`config.mk`:
```
export PLATFORM = sky130hd
export DESIGN_NAME = grom_mem_arbiter_flat
export DESIGN_NICKNAME = d
export VERILOG_FILES = /design/src/rtl/grom_mem_arbiter_pkg.sv /design/src/rtl/grom_mem_arbiter_if.sv /design/src/rtl/grom_arb_pick.sv /design/src/rtl/grom_mem_arbiter.sv /design/src/flat_wrapper.sv
export SDC_FILE = /design/constraint.sdc
export NUM_CORES = 1
export LEC_CHECK = 0
export CAP_MARGIN = 5
export CORE_ASPECT_RATIO = 1.25
export CORE_MARGIN = 2
export CORE_UTILIZATION = 40
export DETAILED_ROUTE_END_ITERATION = 6
export PLACE_DENSITY = 0.79
export SLEW_MARGIN = 20
export SYNTH_ARGS = -nofsm -noshare
export SYNTH_HDL_FRONTEND = slang
export SYNTH_HIERARCHICAL = 1
export SYNTH_SLANG_ARGS = --single-unit
```
`constraint.sdc`:
```
create_clock -name clk -period 2.3 [get_ports clk]
set_clock_uncertainty 0.05 [all_clocks]
set_input_delay 0.46 -clock clk [delete_from_list [all_inputs] [get_ports clk]]
set_output_delay 0.46 -clock clk [all_outputs]
set_load 0.005 [all_outputs]
```
`src/rtl/grom_mem_arbiter_pkg.sv`:
```
// Shared types and constants for the ram_memory arbiter.
// Holds the default bus widths, the transaction FSM encoding and the port ids.
package grom_pkg;

    localparam int ADDR_W_DEF = 12;
    localparam int DATA_W_DEF = 8;
    localparam int LOCK_W     = 4;

    typedef enum logic [1:0] {
        IDLE   = 2'd0,
        ACCESS = 2'd1,
        RESP   = 2'd2
    } arb_state_t;

    localparam logic PORT_A = 1'b0;
    localparam logic PORT_B = 1'b1;

endpackage

```
`src/rtl/grom_mem_arbiter_if.sv`:
```
// Requester and RAM-side signal bundle for grom_mem_arbiter.
// slave = arbiter view, master = requesters plus RAM view.
interface grom_mem_arbiter_if #(
    parameter int ADDR_W = 12,
    parameter int DATA_W = 8
);
    // Handshake: a requester raises req with we/addr/wdata stable and keeps them
    // until its one-cycle ack; req is only looked at while the arbiter is idle,
    // rdata is valid with ack and holds until the next read on that port.
    logic              a_req;
    logic              a_we;
    logic [ADDR_W-1:0] a_addr;
    logic [DATA_W-1:0] a_wdata;
    logic              a_ack;
    logic [DATA_W-1:0] a_rdata;

    logic              b_req;
    logic              b_we;
    logic [ADDR_W-1:0] b_addr;
    logic [DATA_W-1:0] b_wdata;
    logic              b_ack;
    logic [DATA_W-1:0] b_rdata;
    logic              b_lock;

    logic [ADDR_W-1:0] mem_addr;
    logic [DATA_W-1:0] mem_wdata;
    logic              mem_we;
    logic [DATA_W-1:0] mem_rdata;

    modport slave (
        input  a_req, a_we, a_addr, a_wdata,
        input  b_req, b_we, b_addr, b_wdata, b_lock,
        input  mem_rdata,
        output a_ack, a_rdata, b_ack, b_rdata,
        output mem_addr, mem_wdata, mem_we
    );

    modport master (
        output a_req, a_we, a_addr, a_wdata,
        output b_req, b_we, b_addr, b_wdata, b_lock,
        output mem_rdata,
        input  a_ack, a_rdata, b_ack, b_rdata,
        input  mem_addr, mem_wdata, mem_we
    );

endinterface

```
`src/rtl/grom_arb_pick.sv`:
```
// Winner selection: round-robin between A and B, with B allowed to keep the
// grant under b_lock for at most MAX_LOCK consecutive grants while A waits.
module grom_arb_pick
    import grom_pkg::*;
#(
    parameter int MAX_LOCK = 4
) (
    input  logic              a_req,
    input  logic              b_req,
    input  logic              b_lock,
    input  logic              grant_b,
    input  logic [LOCK_W-1:0] lock_cnt,
    output logic              win,
    output logic [LOCK_W-1:0] lock_cnt_nxt,
    output logic              grant_b_nxt
);

    localparam logic [LOCK_W-1:0] LOCK_MAX = LOCK_W'(MAX_LOCK);

    always_comb begin
        win = PORT_A;
        if (a_req && b_req) begin
            if (lock_cnt >= LOCK_MAX) begin
                win = PORT_A;
            end else if (b_lock && grant_b) begin
                win = PORT_B;
            end else begin
                win = grant_b ? PORT_A : PORT_B;
            end
        end else if (b_req) begin
            win = PORT_B;
        end
    end

    // The count only grows while B wins against a waiting A under lock.
    always_comb begin
        lock_cnt_nxt = '0;
        if ((win == PORT_B) && a_req && b_lock) begin
            lock_cnt_nxt = (lock_cnt >= LOCK_MAX) ? LOCK_MAX : lock_cnt + LOCK_W'(1);
        end
    end

    assign grant_b_nxt = win;

endmodule

```
`src/rtl/grom_mem_arbiter.sv`:
```
// Two-port arbiter in front of the single-port ram_memory: one 3-cycle
// transaction in flight (IDLE -> ACCESS -> RESP), ack pulsed to the winner.
module grom_mem_arbiter
    import grom_pkg::*;
#(
    parameter int ADDR_W   = ADDR_W_DEF,
    parameter int DATA_W   = DATA_W_DEF,
    parameter int MAX_LOCK = 4
) (
    input  logic               clk,
    input  logic               reset_n,
    grom_mem_arbiter_if.slave  bus,
    output logic               busy,
    output logic               grant_b,
    output arb_state_t         dbg_state,
    output logic [LOCK_W-1:0]  dbg_lock_cnt
);

    arb_state_t        state_q, state_d;
    logic              grant_b_q, grant_b_d;
    logic [LOCK_W-1:0] lock_cnt_q, lock_cnt_d;
    logic [ADDR_W-1:0] mem_addr_q, mem_addr_d;
    logic [DATA_W-1:0] mem_wdata_q, mem_wdata_d;
    logic              mem_we_q, mem_we_d;
    logic              op_we_q, op_we_d;
    logic              a_ack_q, a_ack_d;
    logic              b_ack_q, b_ack_d;
    logic [DATA_W-1:0] a_rdata_q, a_rdata_d;
    logic [DATA_W-1:0] b_rdata_q, b_rdata_d;

    logic              any_req;
    logic              pick_win;
    logic [LOCK_W-1:0] pick_lock_cnt;
    logic              pick_grant_b;

    assign any_req = bus.a_req | bus.b_req;

    grom_arb_pick #(
        .MAX_LOCK (MAX_LOCK)
    ) u_pick (
        .a_req        (bus.a_req),
        .b_req        (bus.b_req),
        .b_lock       (bus.b_lock),
        .grant_b      (grant_b_q),
        .lock_cnt     (lock_cnt_q),
        .win          (pick_win),
        .lock_cnt_nxt (pick_lock_cnt),
        .grant_b_nxt  (pick_grant_b)
    );

    always_ff @(posedge clk or negedge reset_n) begin
        if (!reset_n) begin
            state_q <= IDLE;
        end else begin
            state_q <= state_d;
        end
    end

    always_comb begin
        state_d = state_q;
        unique case (state_q)
            IDLE:    if (any_req) state_d = ACCESS;
            ACCESS:  state_d = RESP;
            RESP:    state_d = IDLE;
            default: state_d = IDLE;
        endcase
    end

    // mem_we defaults low, so the write strobe lasts only the ACCESS cycle.
    always_comb begin
        grant_b_d   = grant_b_q;
        lock_cnt_d  = lock_cnt_q;
        mem_addr_d  = mem_addr_q;
        mem_wdata_d = mem_wdata_q;
        mem_we_d    = 1'b0;
        op_we_d     = op_we_q;
        a_ack_d     = 1'b0;
        b_ack_d     = 1'b0;
        a_rdata_d   = a_rdata_q;
        b_rdata_d   = b_rdata_q;
        case (state_q)
            IDLE: begin
                if (any_req) begin
                    grant_b_d  = pick_grant_b;
                    lock_cnt_d = pick_lock_cnt;
                    if (pick_win == PORT_B) begin
                        mem_addr_d  = bus.b_addr;
                        mem_wdata_d = bus.b_wdata;
                        mem_we_d    = bus.b_we;
                        op_we_d     = bus.b_we;
                    end else begin
                        mem_addr_d  = bus.a_addr;
                        mem_wdata_d = bus.a_wdata;
                        mem_we_d    = bus.a_we;
                        op_we_d     = bus.a_we;
                    end
                end
            end
            RESP: begin
                if (grant_b_q == PORT_B) begin
                    b_ack_d = 1'b1;
                    if (!op_we_q) b_rdata_d = bus.mem_rdata;
                end else begin
                    a_ack_d = 1'b1;
                    if (!op_we_q) a_rdata_d = bus.mem_rdata;
                end
            end
            default: ;
        endcase
    end

    always_ff @(posedge clk or negedge reset_n) begin
        if (!reset_n) begin
            grant_b_q   <= 1'b0;
            lock_cnt_q  <= '0;
            mem_addr_q  <= '0;
            mem_wdata_q <= '0;
            mem_we_q    <= 1'b0;
            op_we_q     <= 1'b0;
            a_ack_q     <= 1'b0;
            b_ack_q     <= 1'b0;
            a_rdata_q   <= '0;
            b_rdata_q   <= '0;
        end else begin
            grant_b_q   <= grant_b_d;
            lock_cnt_q  <= lock_cnt_d;
            mem_addr_q  <= mem_addr_d;
            mem_wdata_q <= mem_wdata_d;
            mem_we_q    <= mem_we_d;
            op_we_q     <= op_we_d;
            a_ack_q     <= a_ack_d;
            b_ack_q     <= b_ack_d;
            a_rdata_q   <= a_rdata_d;
            b_rdata_q   <= b_rdata_d;
        end
    end

    assign bus.a_ack     = a_ack_q;
    assign bus.b_ack     = b_ack_q;
    assign bus.a_rdata   = a_rdata_q;
    assign bus.b_rdata   = b_rdata_q;
    assign bus.mem_addr  = mem_addr_q;
    assign bus.mem_wdata = mem_wdata_q;
    assign bus.mem_we    = mem_we_q;

    assign busy         = (state_q != IDLE);
    assign grant_b      = grant_b_q;
    assign dbg_state    = state_q;
    assign dbg_lock_cnt = lock_cnt_q;

endmodule

```
`src/flat_wrapper.sv`:
```
// flat-port wrapper written by rule: the top's interface ports become plain ports
module grom_mem_arbiter_flat import grom_pkg::*;
#(
    parameter int ADDR_W   = ADDR_W_DEF,
    parameter int DATA_W   = DATA_W_DEF,
    parameter int MAX_LOCK = 4
)
  (clk, reset_n, busy, grant_b, dbg_state, dbg_lock_cnt, bus_a_req, bus_a_we, bus_a_addr, bus_a_wdata, bus_b_req, bus_b_we, bus_b_addr, bus_b_wdata, bus_b_lock, bus_mem_rdata, bus_a_ack, bus_a_rdata, bus_b_ack, bus_b_rdata, bus_mem_addr, bus_mem_wdata, bus_mem_we);
  grom_mem_arbiter_if #(.ADDR_W(ADDR_W), .DATA_W(DATA_W)) bus_i ();
  input  logic clk;
  input  logic reset_n;
  output logic busy;
  output logic grant_b;
  output arb_state_t dbg_state;
  output logic [LOCK_W-1:0] dbg_lock_cnt;
  input wire logic [$bits(bus_i.a_req)-1:0] bus_a_req;
  input wire logic [$bits(bus_i.a_we)-1:0] bus_a_we;
  input wire logic [$bits(bus_i.a_addr)-1:0] bus_a_addr;
  input wire logic [$bits(bus_i.a_wdata)-1:0] bus_a_wdata;
  input wire logic [$bits(bus_i.b_req)-1:0] bus_b_req;
  input wire logic [$bits(bus_i.b_we)-1:0] bus_b_we;
  input wire logic [$bits(bus_i.b_addr)-1:0] bus_b_addr;
  input wire logic [$bits(bus_i.b_wdata)-1:0] bus_b_wdata;
  input wire logic [$bits(bus_i.b_lock)-1:0] bus_b_lock;
  input wire logic [$bits(bus_i.mem_rdata)-1:0] bus_mem_rdata;
  output wire logic [$bits(bus_i.a_ack)-1:0] bus_a_ack;
  output wire logic [$bits(bus_i.a_rdata)-1:0] bus_a_rdata;
  output wire logic [$bits(bus_i.b_ack)-1:0] bus_b_ack;
  output wire logic [$bits(bus_i.b_rdata)-1:0] bus_b_rdata;
  output wire logic [$bits(bus_i.mem_addr)-1:0] bus_mem_addr;
  output wire logic [$bits(bus_i.mem_wdata)-1:0] bus_mem_wdata;
  output wire logic [$bits(bus_i.mem_we)-1:0] bus_mem_we;
  assign bus_i.a_req = bus_a_req;
  assign bus_i.a_we = bus_a_we;
  assign bus_i.a_addr = bus_a_addr;
  assign bus_i.a_wdata = bus_a_wdata;
  assign bus_i.b_req = bus_b_req;
  assign bus_i.b_we = bus_b_we;
  assign bus_i.b_addr = bus_b_addr;
  assign bus_i.b_wdata = bus_b_wdata;
  assign bus_i.b_lock = bus_b_lock;
  assign bus_i.mem_rdata = bus_mem_rdata;
  assign bus_a_ack = bus_i.a_ack;
  assign bus_a_rdata = bus_i.a_rdata;
  assign bus_b_ack = bus_i.b_ack;
  assign bus_b_rdata = bus_i.b_rdata;
  assign bus_mem_addr = bus_i.mem_addr;
  assign bus_mem_wdata = bus_i.mem_wdata;
  assign bus_mem_we = bus_i.mem_we;
  grom_mem_arbiter #(.ADDR_W(ADDR_W), .DATA_W(DATA_W), .MAX_LOCK(MAX_LOCK)) u_core (.clk(clk), .reset_n(reset_n), .bus(bus_i), .busy(busy), .grant_b(grant_b), .dbg_state(dbg_state), .dbg_lock_cnt(dbg_lock_cnt));
endmodule
```
==> impl_metrics.toml <==
[run_status]
status = "finished clean"

[grt]
grt_pass1_vias = 1657
met1_usage_pct = 17.88
grtUsageTotal_pct = 16.39
grtUsageMet3_pct = 6.631
grt.busiest_layer = "met2"
grt_max_degree = 27
grt_pass1_wl_um = 7307
gr-total-overflow = 0
antenna_found_initial = 0
grtUsageMet2_pct = 28.50

[detailed_routing]
route.vias.total = 1483
routed_wl_um = 4548
post-route-drc-count = 0
via_per_inst = 4.831
wire_per_inst_um = 14.81
drtAntennaViolNets = 0
dr.pass1.iters = 4
drt_iter0_drc = 14

[sta]
tns_ns = 0
min_period_ns = 2.048
hold_violations = 0
relSlewSlack_pct = 64.17
fin_crit_sh_pct = 89.06
fmax_mhz = 488.2
final_max_slew_viol_count = 0
worst_slew_pin_slew_ns = 0.5375
rsz0062_at_grt = "false"
finalSetupViolations = 0

[yosys]
synth.net_count = 197
synth_xor_area_share_pct = 0
synth_area_per_cell_um2 = 14.87
syn_area_mm2 = 0.002097
synth_top_family_by_area = "multiplexers"
synthCells = 141
synth_edf_count = 0
synth.mux.area_fraction_pct = 33.23
seq_area_frac_synth_pct = 56.09
synth_fa_ha_area_share_pct = 0.5967
synth-warning-count = 6
ys_types = 23
async_flop_share_pct = 100.0
ys_ff_latch = 47
ys.flop_type = "dfrtp_1"
synth-compound-area-share_pct = 0.8353
synthSimpleGateAreaFrac_pct = 5.907

[worst_setup_path]
crit_type = "reg -> out"
cpMaxStageDelayCell = "clkdlybuf4s50_1"
crit_chain = "or2_1 -> clkdlybuf4s50_1"
start_kind = "flop"
crit_arrival_ns = 1.54
cp-startpoint = "u_core/dbg_state[1]"
end_kind = "primary output"
critical_path.max_fanout = 4
rr_startpoint = "u_core/grant_b"
reg2reg_slack_ns = 0.47
crit_required_ns = 1.79
max_stage_delay_ns = 0.58

[power]
p_int_mw = 2.582
clkPwrFrac_pct = 13.8
p_seq_share_pct = 39.2
switchingPower_mw = 1.048
power_frac_comb_pct = 47.0
leakage_nw = 1.346
swShare_pct = 28.88
power.density_mw_per_mm2 = 1112
max-vdd-ir-drop_uv = 748.9

[final_layout]
fillCellCount = 416
nets = 300
final_common_cell = "clkdlybuf4s50_1"
syn_to_final_growth_pct = 55.73
layout-drive-gt1-share_pct = 24.08
layout.cells.non_filler = 307
final_cell_mix = "clkdlybuf4s50_1 (100), dfrtp_1 (47), mux2_2 (42)"
antenna_cells = 0

[clock_network]
clockRootBuffer = "clkbuf_8"
cts_max_path_buffers = 2
ctsResizeCount = 0
cts_hold_buf = 0
clkSinkCount = 47
cts.clk_slew.worst_paths_ns = 0.09
cts_tree = "built"
insertion_delay_ns = 0.29
cts_buffers = 5
cts_setup_buffers = 0
htree_levels = 2

[run]
maxCapViolCount = 0

[place]
dp_hpwl_um = 3530
io_buffers = 101
place_inst = 299
gp_congestion = 0.7694

[floorplanning]
num_io_pins = 102
fp.dieH_um = 84.95
die_area_mm2 = 0.005841
fp.dieW_um = 68.76
placementRows = 29
core_area_mm2 = 0.005080
start_util_pct = 41.28

[worst_hold_path]
min_path_type = "in -> async"
-- worst paths after layout --
| check | end | depth (start not counted) |
|---|---|---|
| max in group asynchronous | u_core/bus.a_ack | 2 |
| worst min-delay path | u_core/bus.mem_addr[9] | 1 |
| worst min register to register | u_core/dbg_state[1] | 1 |
| min in group clk | u_core/dbg_state[1] | 1 |
| worst max-delay path | busy | 2 |
| worst max register to register | u_core/bus.mem_addr[2] | 6 |
-- synthesized netlist by cell type, types with 2 or more instances --
master / number / area, um2
nor3_4: 2 / 32.53
inv_1: 4 / 15.01
buf_2: 2 / 10.01
mux2_1: 19 / 214.0
nor2_1: 6 / 22.52
mux2_2: 42 / 473.0
dfrtp_1: 47 / 1176
buf_4: 2 / 15.01
buf_6: 2 / 22.52
nand2b_1: 2 / 12.51
-- state kept, by name, summed over array words and instances (netlist names) --
signal	cells
u_core/bus.mem_addr	12
u_core/bus.a_rdata	8
u_core/bus.b_rdata	8
u_core/bus.mem_wdata	8
u_core/dbg_lock_cnt	4
u_core/dbg_state	2
u_core/bus.a_ack	1
u_core/bus.b_ack	1
u_core/bus.mem_we	1
u_core/grant_b	1
u_core/op_we_q	1
-- metrics by stage --
stage               total power, mW  area (um2)  hold slack, ns  setup WS (ns)  util (%)
finish                        3.631        3266         0.09286         0.2517     64.29
global route                  3.889        3266          0.1240         0.1839     64.29
CTS                           3.692        3266          0.1095         0.2406     64.29
detailed placement            3.179        3173          0.4150        0.04820     62.46
global placement              3.149        3173          0.4069        0.06102     62.46
floorplan                     2.176        2097          0.1144         0.2677         -
-- cell families after synthesis --
| logic type | count (synthesis) |
|---|---|
| mux | 62 |
| compound gates | 3 |
| buf+inv | 11 |
| simple gates | 16 |
| flops | 47 |
| other cells | 1 |
| fa+ha+maj | 1 |
-- cell type report --
| cell class | instances | area (um2) | area share [%] |
|---|---|---|---|
| clock buffer | 5 | 68.82 | 2.107 |
| clock inverter | 3 | 23.77 | 0.7280 |
| inverter | 4 | 15.01 | 0.4598 |
| multi-input combinational | 83 | 858.3 | 26.28 |
| sequential | 47 | 1176 | 36.02 |
| tap | 62 | 77.57 | 2.375 |
| timing repair buffer | 103 | 1046 | 32.03 |
-- power groups by stage --
stage	registers, mW	logic [mW]	clock network, mW
after floorplan	1.46	0.712	0
after global placement	1.43	1.72	0
after detailed placement	1.45	1.73	0
after CTS	1.43	1.74	0.519
after global routing	1.47	1.86	0.556
final	1.42	1.71	0.500
-- critical path: cells and delay by family (launching register included) --
kind                   cells  cell delay (ns)
buffers and inverters      1             0.58
flip-flops                 1             0.39
AND/OR/NAND/NOR            1             0.28
-- routing by layer --
| metal | vias up | share of wire [%] |
|---|---|---|
| met1 | 717 | 37 |
| li1 | 691 | - |
| met2 | 67 | 50 |
| met4 | 0 | 2.2 |
| met5 | - | 0 |
| met3 | 8 | 11 |
Note: power is estimated with default switching activity, not from simulation.
